--- config.mk ---
export PLATFORM = sky130hd
export DESIGN_NAME = trigger_capture
export DESIGN_NICKNAME = d
export VERILOG_FILES = /design/src/rtl/trigger_capture.sv
export SDC_FILE = /design/constraint.sdc
export NUM_CORES = 2
export LEC_CHECK = 0
export ABC_AREA = 1
export CORE_ASPECT_RATIO = 1.5
export CORE_MARGIN = 10
export CORE_UTILIZATION = 41
export CTS_CLUSTER_DIAMETER = 80
export DETAILED_ROUTE_END_ITERATION = 6
export PLACE_DENSITY = 0.66
export SYNTH_ARGS = -nofsm -noshare
export SYNTH_HDL_FRONTEND = slang
export SYNTH_SLANG_ARGS = --single-unit
--- constraint.sdc ---
create_clock -name clk -period 5.2 [get_ports clk]
set_clock_uncertainty 0.05 [all_clocks]
set_input_delay 1.04 -clock clk [delete_from_list [all_inputs] [get_ports clk]]
set_output_delay 1.04 -clock clk [all_outputs]
set_load 0.05 [all_outputs]
--- src/rtl/trigger_capture.sv ---
// Pre/post trigger capture: records the ADC stream into a circular buffer, freezes a
// window around the trigger and streams it out as bytes over a valid/ready handshake.
module trigger_capture #(
    parameter int          DEPTH  = 256,
    parameter int          AW     = 8,
    parameter int          PRE    = 64,
    parameter logic [7:0]  HEADER = 8'hA5
) (
    input  logic        clk,
    input  logic        rst,
    input  logic [13:0] ADC_IN,
    input  logic        trigger,
    input  logic        arm,
    output logic [7:0]  tx_data,
    output logic        tx_valid,
    input  logic        tx_ready,
    output logic        busy,
    output logic        done
);

    typedef enum logic [2:0] {
        S_IDLE,
        S_FILL,
        S_ARMED,
        S_POST,
        S_DUMP
    } state_t;

    // Which byte of the current sample goes out next; P_END waits for the final accept.
    typedef enum logic [1:0] {
        P_HI,
        P_LO,
        P_END
    } phase_t;

    localparam logic [AW-1:0] ONE       = AW'(1);
    localparam logic [AW-1:0] PRE_LAST  = AW'(PRE - 1);
    localparam logic [AW-1:0] PRE_OFS   = AW'(PRE);
    localparam logic [AW-1:0] POST_INIT = AW'(DEPTH - PRE - 1);
    localparam logic [AW:0]   REC_LEN   = (AW + 1)'(DEPTH);
    localparam logic [AW:0]   REC_ONE   = (AW + 1)'(1);

    state_t        state_q, state_d;
    phase_t        phase_q, phase_d;
    logic [13:0]   adc_q;
    logic [AW-1:0] wr_ptr_q, wr_ptr_d;
    logic [AW-1:0] fill_cnt_q, fill_cnt_d;
    logic [AW-1:0] post_cnt_q, post_cnt_d;
    logic [AW-1:0] trig_ptr_q, trig_ptr_d;
    logic [AW-1:0] rd_ptr_q, rd_ptr_d;
    logic [AW:0]   samp_cnt_q, samp_cnt_d;
    logic          data_ok_q, data_ok_d;
    logic [7:0]    tx_data_q, tx_data_d;
    logic          tx_valid_q, tx_valid_d;
    logic          done_q, done_d;
    logic          wr_en;
    logic          slot_free;
    logic [13:0]   rd_data_q;
    logic [13:0]   mem [DEPTH];

    // Output register may be reloaded when empty or when its byte is taken this cycle.
    assign slot_free = !tx_valid_q || tx_ready;

    // NOTE: every signal assigned here gets a default first, so no path can infer a latch.
    always_comb begin
        state_d    = state_q;
        phase_d    = phase_q;
        wr_ptr_d   = wr_ptr_q;
        fill_cnt_d = fill_cnt_q;
        post_cnt_d = post_cnt_q;
        trig_ptr_d = trig_ptr_q;
        rd_ptr_d   = rd_ptr_q;
        samp_cnt_d = samp_cnt_q;
        tx_data_d  = tx_data_q;
        tx_valid_d = tx_valid_q;
        done_d     = 1'b0;
        wr_en      = 1'b0;

        unique case (state_q)
            S_IDLE: begin
                if (arm) begin
                    state_d    = S_FILL;
                    fill_cnt_d = '0;
                end
            end
            S_FILL: begin
                wr_en      = 1'b1;
                fill_cnt_d = fill_cnt_q + ONE;
                if (fill_cnt_q == PRE_LAST) begin
                    state_d = S_ARMED;
                end
            end
            S_ARMED: begin
                wr_en = 1'b1;
                if (trigger) begin
                    trig_ptr_d = wr_ptr_q;
                    post_cnt_d = POST_INIT;
                    state_d    = S_POST;
                end
            end
            S_POST: begin
                wr_en      = 1'b1;
                post_cnt_d = post_cnt_q - ONE;
                if (post_cnt_q == ONE) begin
                    state_d    = S_DUMP;
                    rd_ptr_d   = trig_ptr_q - PRE_OFS;
                    samp_cnt_d = REC_LEN;
                    phase_d    = P_HI;
                    tx_data_d  = HEADER;
                    tx_valid_d = 1'b1;
                end
            end
            S_DUMP: begin
                if (slot_free) begin
                    unique case (phase_q)
                        P_HI: begin
                            // A fresh read address needs one cycle before its data is usable.
                            if (data_ok_q) begin
                                tx_data_d  = {2'b00, rd_data_q[13:8]};
                                tx_valid_d = 1'b1;
                                phase_d    = P_LO;
                            end else begin
                                tx_valid_d = 1'b0;
                            end
                        end
                        P_LO: begin
                            tx_data_d  = rd_data_q[7:0];
                            tx_valid_d = 1'b1;
                            rd_ptr_d   = rd_ptr_q + ONE;
                            samp_cnt_d = samp_cnt_q - REC_ONE;
                            phase_d    = (samp_cnt_q == REC_ONE) ? P_END : P_HI;
                        end
                        P_END: begin
                            tx_valid_d = 1'b0;
                            done_d     = 1'b1;
                            state_d    = S_IDLE;
                        end
                        default: phase_d = P_HI;
                    endcase
                end
            end
            default: state_d = S_IDLE;
        endcase

        if (wr_en) begin
            wr_ptr_d = wr_ptr_q + ONE;
        end
    end

    // rd_data_q always reflects the address held on the previous cycle.
    assign data_ok_d = (state_q == S_DUMP) && (rd_ptr_d == rd_ptr_q);

    // NOTE: sequential state uses non-blocking assignments so all registers update together.
    always_ff @(posedge clk) begin
        if (rst) begin
            state_q    <= S_IDLE;
            phase_q    <= P_HI;
            adc_q      <= '0;
            wr_ptr_q   <= '0;
            fill_cnt_q <= '0;
            post_cnt_q <= '0;
            trig_ptr_q <= '0;
            rd_ptr_q   <= '0;
            samp_cnt_q <= '0;
            data_ok_q  <= 1'b0;
            tx_data_q  <= '0;
            tx_valid_q <= 1'b0;
            done_q     <= 1'b0;
        end else begin
            state_q    <= state_d;
            phase_q    <= phase_d;
            adc_q      <= ADC_IN;
            wr_ptr_q   <= wr_ptr_d;
            fill_cnt_q <= fill_cnt_d;
            post_cnt_q <= post_cnt_d;
            trig_ptr_q <= trig_ptr_d;
            rd_ptr_q   <= rd_ptr_d;
            samp_cnt_q <= samp_cnt_d;
            data_ok_q  <= data_ok_d;
            tx_data_q  <= tx_data_d;
            tx_valid_q <= tx_valid_d;
            done_q     <= done_d;
        end
    end

    // NOTE: the sample RAM is deliberately left out of reset so it maps onto block memory.
    always_ff @(posedge clk) begin
        if (wr_en) begin
            mem[wr_ptr_q] <= adc_q;
        end
        rd_data_q <= mem[rd_ptr_q];
    end

    assign tx_data  = tx_data_q;
    assign tx_valid = tx_valid_q;
    assign done     = done_q;
    assign busy     = (state_q != S_IDLE);

endmodule
# After elaboration in Yosys (flattened, before gate mapping)
# Memories as Yosys holds them, arrays and structs flattened. A register that Yosys moved wholly into a read port is not among the register bits.
# Cells that the tools add are included.
# W data, S select, Z words.
[word_totals]
memories = 1
ff_bits = 79
word_cells = 101
ramBits = 3584
latch_bits = 0
output_inout_bits = 11
in_bits = 19
rom_bits = 0
[memory_table]
columns = ["memory", "words", "width", "rd", "rd_clocked_by_memory_dff", "wr", "line", "source"]
rows = [
  ["mem", 256, 14, 1, 1, 1, "59", "logic [13:0] mem [DEPTH];"],
]
[op_classes]
div = 0
add_sub_neg = 6
n_bitwise = 2
mul = 0
shift = 0
reduce_logical = 19
n_mux = 39
eq_ne = 21
magnitude_cmp = 0
[ops]
columns = ["cell", "n"]
rows = [
  ["$pmux W8 S2", 5],
  ["$mux W8", 8],
  ["$mux W9", 3],
  ["$add A8 B1 Y8 const B", 3],
  ["$mux W3", 6],
  ["$pmux W9 S2", 1],
  ["$pmux W3 S5", 1],
  ["$ne A2 B2 Y1 const B", 6],
  ["$reduce_and A5 Y1", 2],
  ["$eq A9 B1 Y1 const B", 1],
  ["$sub A9 B1 Y9 const B", 1],
  ["$eq A8 B1 Y1 const B", 1],
  ["$eq A8 B6 Y1 const B", 1],
  ["$eq A8 B8 Y1", 1],
  ["$mux W2", 4],
  ["$reduce_and A4 Y1", 2],
  ["$sub A8 B1 Y8 const B", 1],
  ["$sub A8 B7 Y8 const B", 1],
  ["$mux W1", 7],
  ["$eq A3 B2 Y1 const B", 2],
  ["$pmux W2 S3", 1],
  ["$reduce_and A2 Y1", 3],
  ["$reduce_and A6 Y1", 1],
  ["$reduce_bool A2 Y1", 3],
  ["19 further kinds", 22],
]

# Logic depth before layout (Yosys ltp)
[depth]
ltp_word = 6
depth_mapped = 18

# Least setup slack after synthesis
# OpenSTA, ideal clock, no wires.
[synth_path]
path_kind = "register -> register"
startpoint = "register adc_q[0]"
endpoint = "memory mem[0][0] (data pin)"
setup_slack_ns = 0.916
arrival_ns = 3.382
required_ns = 4.298
n_path_buf = 0
path_stages_with_launch = 1
synth_period_minus_slack_ns = 4.284
cell_sequence = "dfxtp_1"
[synth_lines]
columns = ["element", "line", "source"]
rows = [
  ["start, declared", "45", "logic [13:0] adc_q;"],
  ["start signal, assigned", "158", "adc_q <= '0;"],
  ["start signal, assigned", "172", "adc_q <= ADC_IN;"],
  ["end, declared", "59", ""],
]
# No word-level cell before the write port.

==> impl_metrics.toml <==
[run_status]
status = "complete, no violations"

[sta]
setup_violations = 0
max_freq_mhz = 231
post-route-period-util_pct = 83.1
tightest_slew_ns = 1.47
finalSetupTns_ns = 0
slew_headroom_pct = 1.67
rsz0062_at_grt = "false"
slew_viol_final = 0
hold_viol_final = 0
fin_crit_ns = 4.32

[clock_tree]
numCtsBuffers = 326
cts_tree = "done"
root_buffer = "clkbuf_16"
cts.repair.resized = 0
clkLatencyLatePin_ns = 0.90
postCtsHoldBufs = 0
clockBufferDepth = 4
clk_pin_slew_ns = 0.07
clock_sinks = 3677
cts_setup_buffers = 0
h-tree-depth = 5

[finish]
area_growth_pct = 11.2
fillers = 32800
final_cell_mix = "4,616 x nand2_1, 3,584 x edfxtp_1, 2,143 x nand3_1"
final_nets = 13600
layout-drive-gt1-share_pct = 7.12
stdcell_count = 18600
mostFrequentLayoutCell = "nand2_1"

[power]
p_int_mw = 46.6
combPwrFrac_pct = 8.5
pwr-share-seq_pct = 53.4
vdd_drop_max_uv = 289
powerDensity_mw_per_mm2 = 369
clock_power_share_pct = 38.2
p_switching_mw = 15.4
p_leak_nw = 60.5
netSwitchingFraction_pct = 24.9

[route]
dr.pass1.iters = 6
routed_wl_um = 441000
wl_per_cell_um = 23.7
met2_length_um = 216000
m1WireLength_um = 157000
route.detailed.drc = 0
drt-initial-drc-count = 11600
met3WireLength_um = 33000
vias_per_cell = 5.44
ant_nets = 0
maxUsedRoutingLayer = "met5"
via_count = 101000

[logic_synthesis]
synthArstFlopShare_pct = 0
synthAdderAreaFrac_pct = 0.116
synthMuxAreaShare_pct = 0
synth-simple-area-share_pct = 21.3
synth.distinct_cells = 42
synth_cells = 13600
synth_top_family_by_area = "simple AND/OR/NAND/NOR gates"
ys_seq_area_share_pct = 72.3
synth_edf_count = 3584
postSynthAreaPerCell_um2 = 11.2
synth_compound_area_share_pct = 2.22
synth_seq_cells = 3677
synth_flop_cell = "edfxtp_1"
synth_nets = 13600
syn_area_mm2 = 0.151
synth_xor_area_share_pct = 0.0174
ys_warn_count = 0

[place]
place.gp.congestion = 0.893
io_buffers = 29
place_inst = 18000
detailed_place_hpwl_um = 258000

[floorplan]
rows = 273
die_area_mm2 = 0.394
initial_core_util_pct = 41.1
fp.dieH_um = 764
core_area_mm2 = 0.368
io_pins = 30
die_w_um = 516

[grt]
antenna_found_initial = 8
grt-ovfl-total = 0
grt_pass1_wl_um = 639000
track_usage_pct = 21.5
grt_pass1_vias = 95600
grt_max_degree = 178

[setup_path]
path_max_fanout = 147
path_cells = "inv_16, buf_12, nand2_1, nand3_1, nand3_1, nand3_1, nand3_1, nand3_1, nand2_1, nand2_1, nand3_1, nand2_1"
worstSetupPathType = "reg2reg"
cp_num_buf_inv = 2
crit_arrival_ns = 5.08
start_kind = "register"
crit_path_max_incr_delay_ns = 0.98
critPathMostFrequentCell = "nand3_1"
end_kind = "register"
cp_slowest_cell = "dfxtp_4"
worstPathRequired_ns = 5.95
path_delay_family = "simple AND/OR/NAND/NOR gates"

[hold_path]
hold_path.class = "in2reg"

[flow_run]
maxCapViolations = 0
-- final cells by class --
class	count	area [um^2]	area share, %
timing repair buffer	452	4290	2.55
tap	4812	6020	3.58
multi-input combinational	8453	35900	21.3
clock buffer	390	8530	5.07
sequential	3677	110000	65.1
clock inverter	196	1620	0.962
inverter	616	2350	1.40
antenna	5	12.5	0.00744
-- power by group through the flow --
stage          registers, mW  logic (mW)  clock network, mW
6_report                33.1        5.26               23.7
5_1_grt                 33.1        5.39               25.0
4_1_cts                 33.1        5.15               23.9
3_5_place_dp            33.7        5.13                  0
3_3_place_gp            33.7        5.11                  0
2_1_floorplan           33.8        2.15                  0
-- cells by family after synthesis --
group           after synthesis
compound gates              603
flops                      3677
fa+ha+maj                    14
simple gates               7833
xor+xnor                      3
buf+inv                    1428
-- per-stage QoR --
stage               cell area, um^2  utilization [%]  setup slack (ns)  hold slack [ns]  power (mW)
floorplan                    151000                -             0.916            0.380        36.0
global placement             158000             42.9              1.16            0.395        38.8
detailed placement           158000             42.9              1.12            0.398        38.8
CTS                          168000             45.7              1.14            0.333        62.1
global route                 168000             45.7              1.02            0.345        63.4
finish                       168000             45.7             0.878            0.373        62.0
-- state kept, by name (all words and copies together), names as in the netlist --
name,flops
phase_q,2
post_cnt_q,8
rd_data_q,14
tx_data,8
fill_cnt_q,8
data_ok_q,1
done,1
rd_ptr_q,8
adc_q,14
mem,3584
wr_ptr_q,8
state_q,3
tx_valid,1
samp_cnt_q,9
trig_ptr_q,8
-- final timing paths --
kind	from	to	slack, ns	cells past startpoint
worst max-delay path	rd_ptr_q[0]$_SDFF_PP0_	rd_data_q[7]$_DFF_P_	0.88	12
worst min-delay path	rst	done$_SDFF_PP0_	0.37	2
worst max register to register	rd_ptr_q[0]$_SDFF_PP0_	rd_data_q[7]$_DFF_P_	0.88	12
worst min register to register	trig_ptr_q[5]$_SDFFE_PP0P_	trig_ptr_q[5]$_SDFFE_PP0P_	0.42	2
-- Yosys cell counts, types with 2 or more instances --
master | number | area, um^2
a211oi_1 | 7 | 52.6
dfxtp_1 | 93 | 1860
nor3_1 | 27 | 135
o21ai_0 | 251 | 1260
buf_1 | 138 | 518
o2111ai_1 | 2 | 17.5
buf_4 | 100 | 751
nand4_1 | 2 | 12.5
clkinv_1 | 4 | 15.0
nor4_1 | 2 | 12.5
buf_2 | 176 | 881
nand3_1 | 2143 | 10700
a21oi_1 | 185 | 926
xor2_1 | 2 | 17.5
edfxtp_1 | 3584 | 108000
a22oi_1 | 2 | 15.0
o21ai_1 | 29 | 145
buf_6 | 17 | 191
nand3b_1 | 3 | 22.5
nor3b_1 | 2 | 15.0
or2_1 | 4 | 25.0
inv_2 | 5 | 18.8
clkbuf_1 | 380 | 1430
o211ai_1 | 85 | 638
a21boi_0 | 28 | 210
inv_1 | 606 | 2270
o22ai_1 | 2 | 12.5
nand2_1 | 4633 | 17400
ha_1 | 14 | 175
a221oi_1 | 2 | 17.5
nor2_1 | 1006 | 3780
a31oi_1 | 6 | 37.5
or2_2 | 9 | 56.3
-- metal layers --
layer | vias up | GRT usage [%]
li1 | 46100 | -
met1 | 49300 | 25.7
met5 | - | 0
met3 | 1067 | 2.74
met2 | 4672 | 36.2
met4 | 2 | 14.8
(Power assumes the default switching activity.)
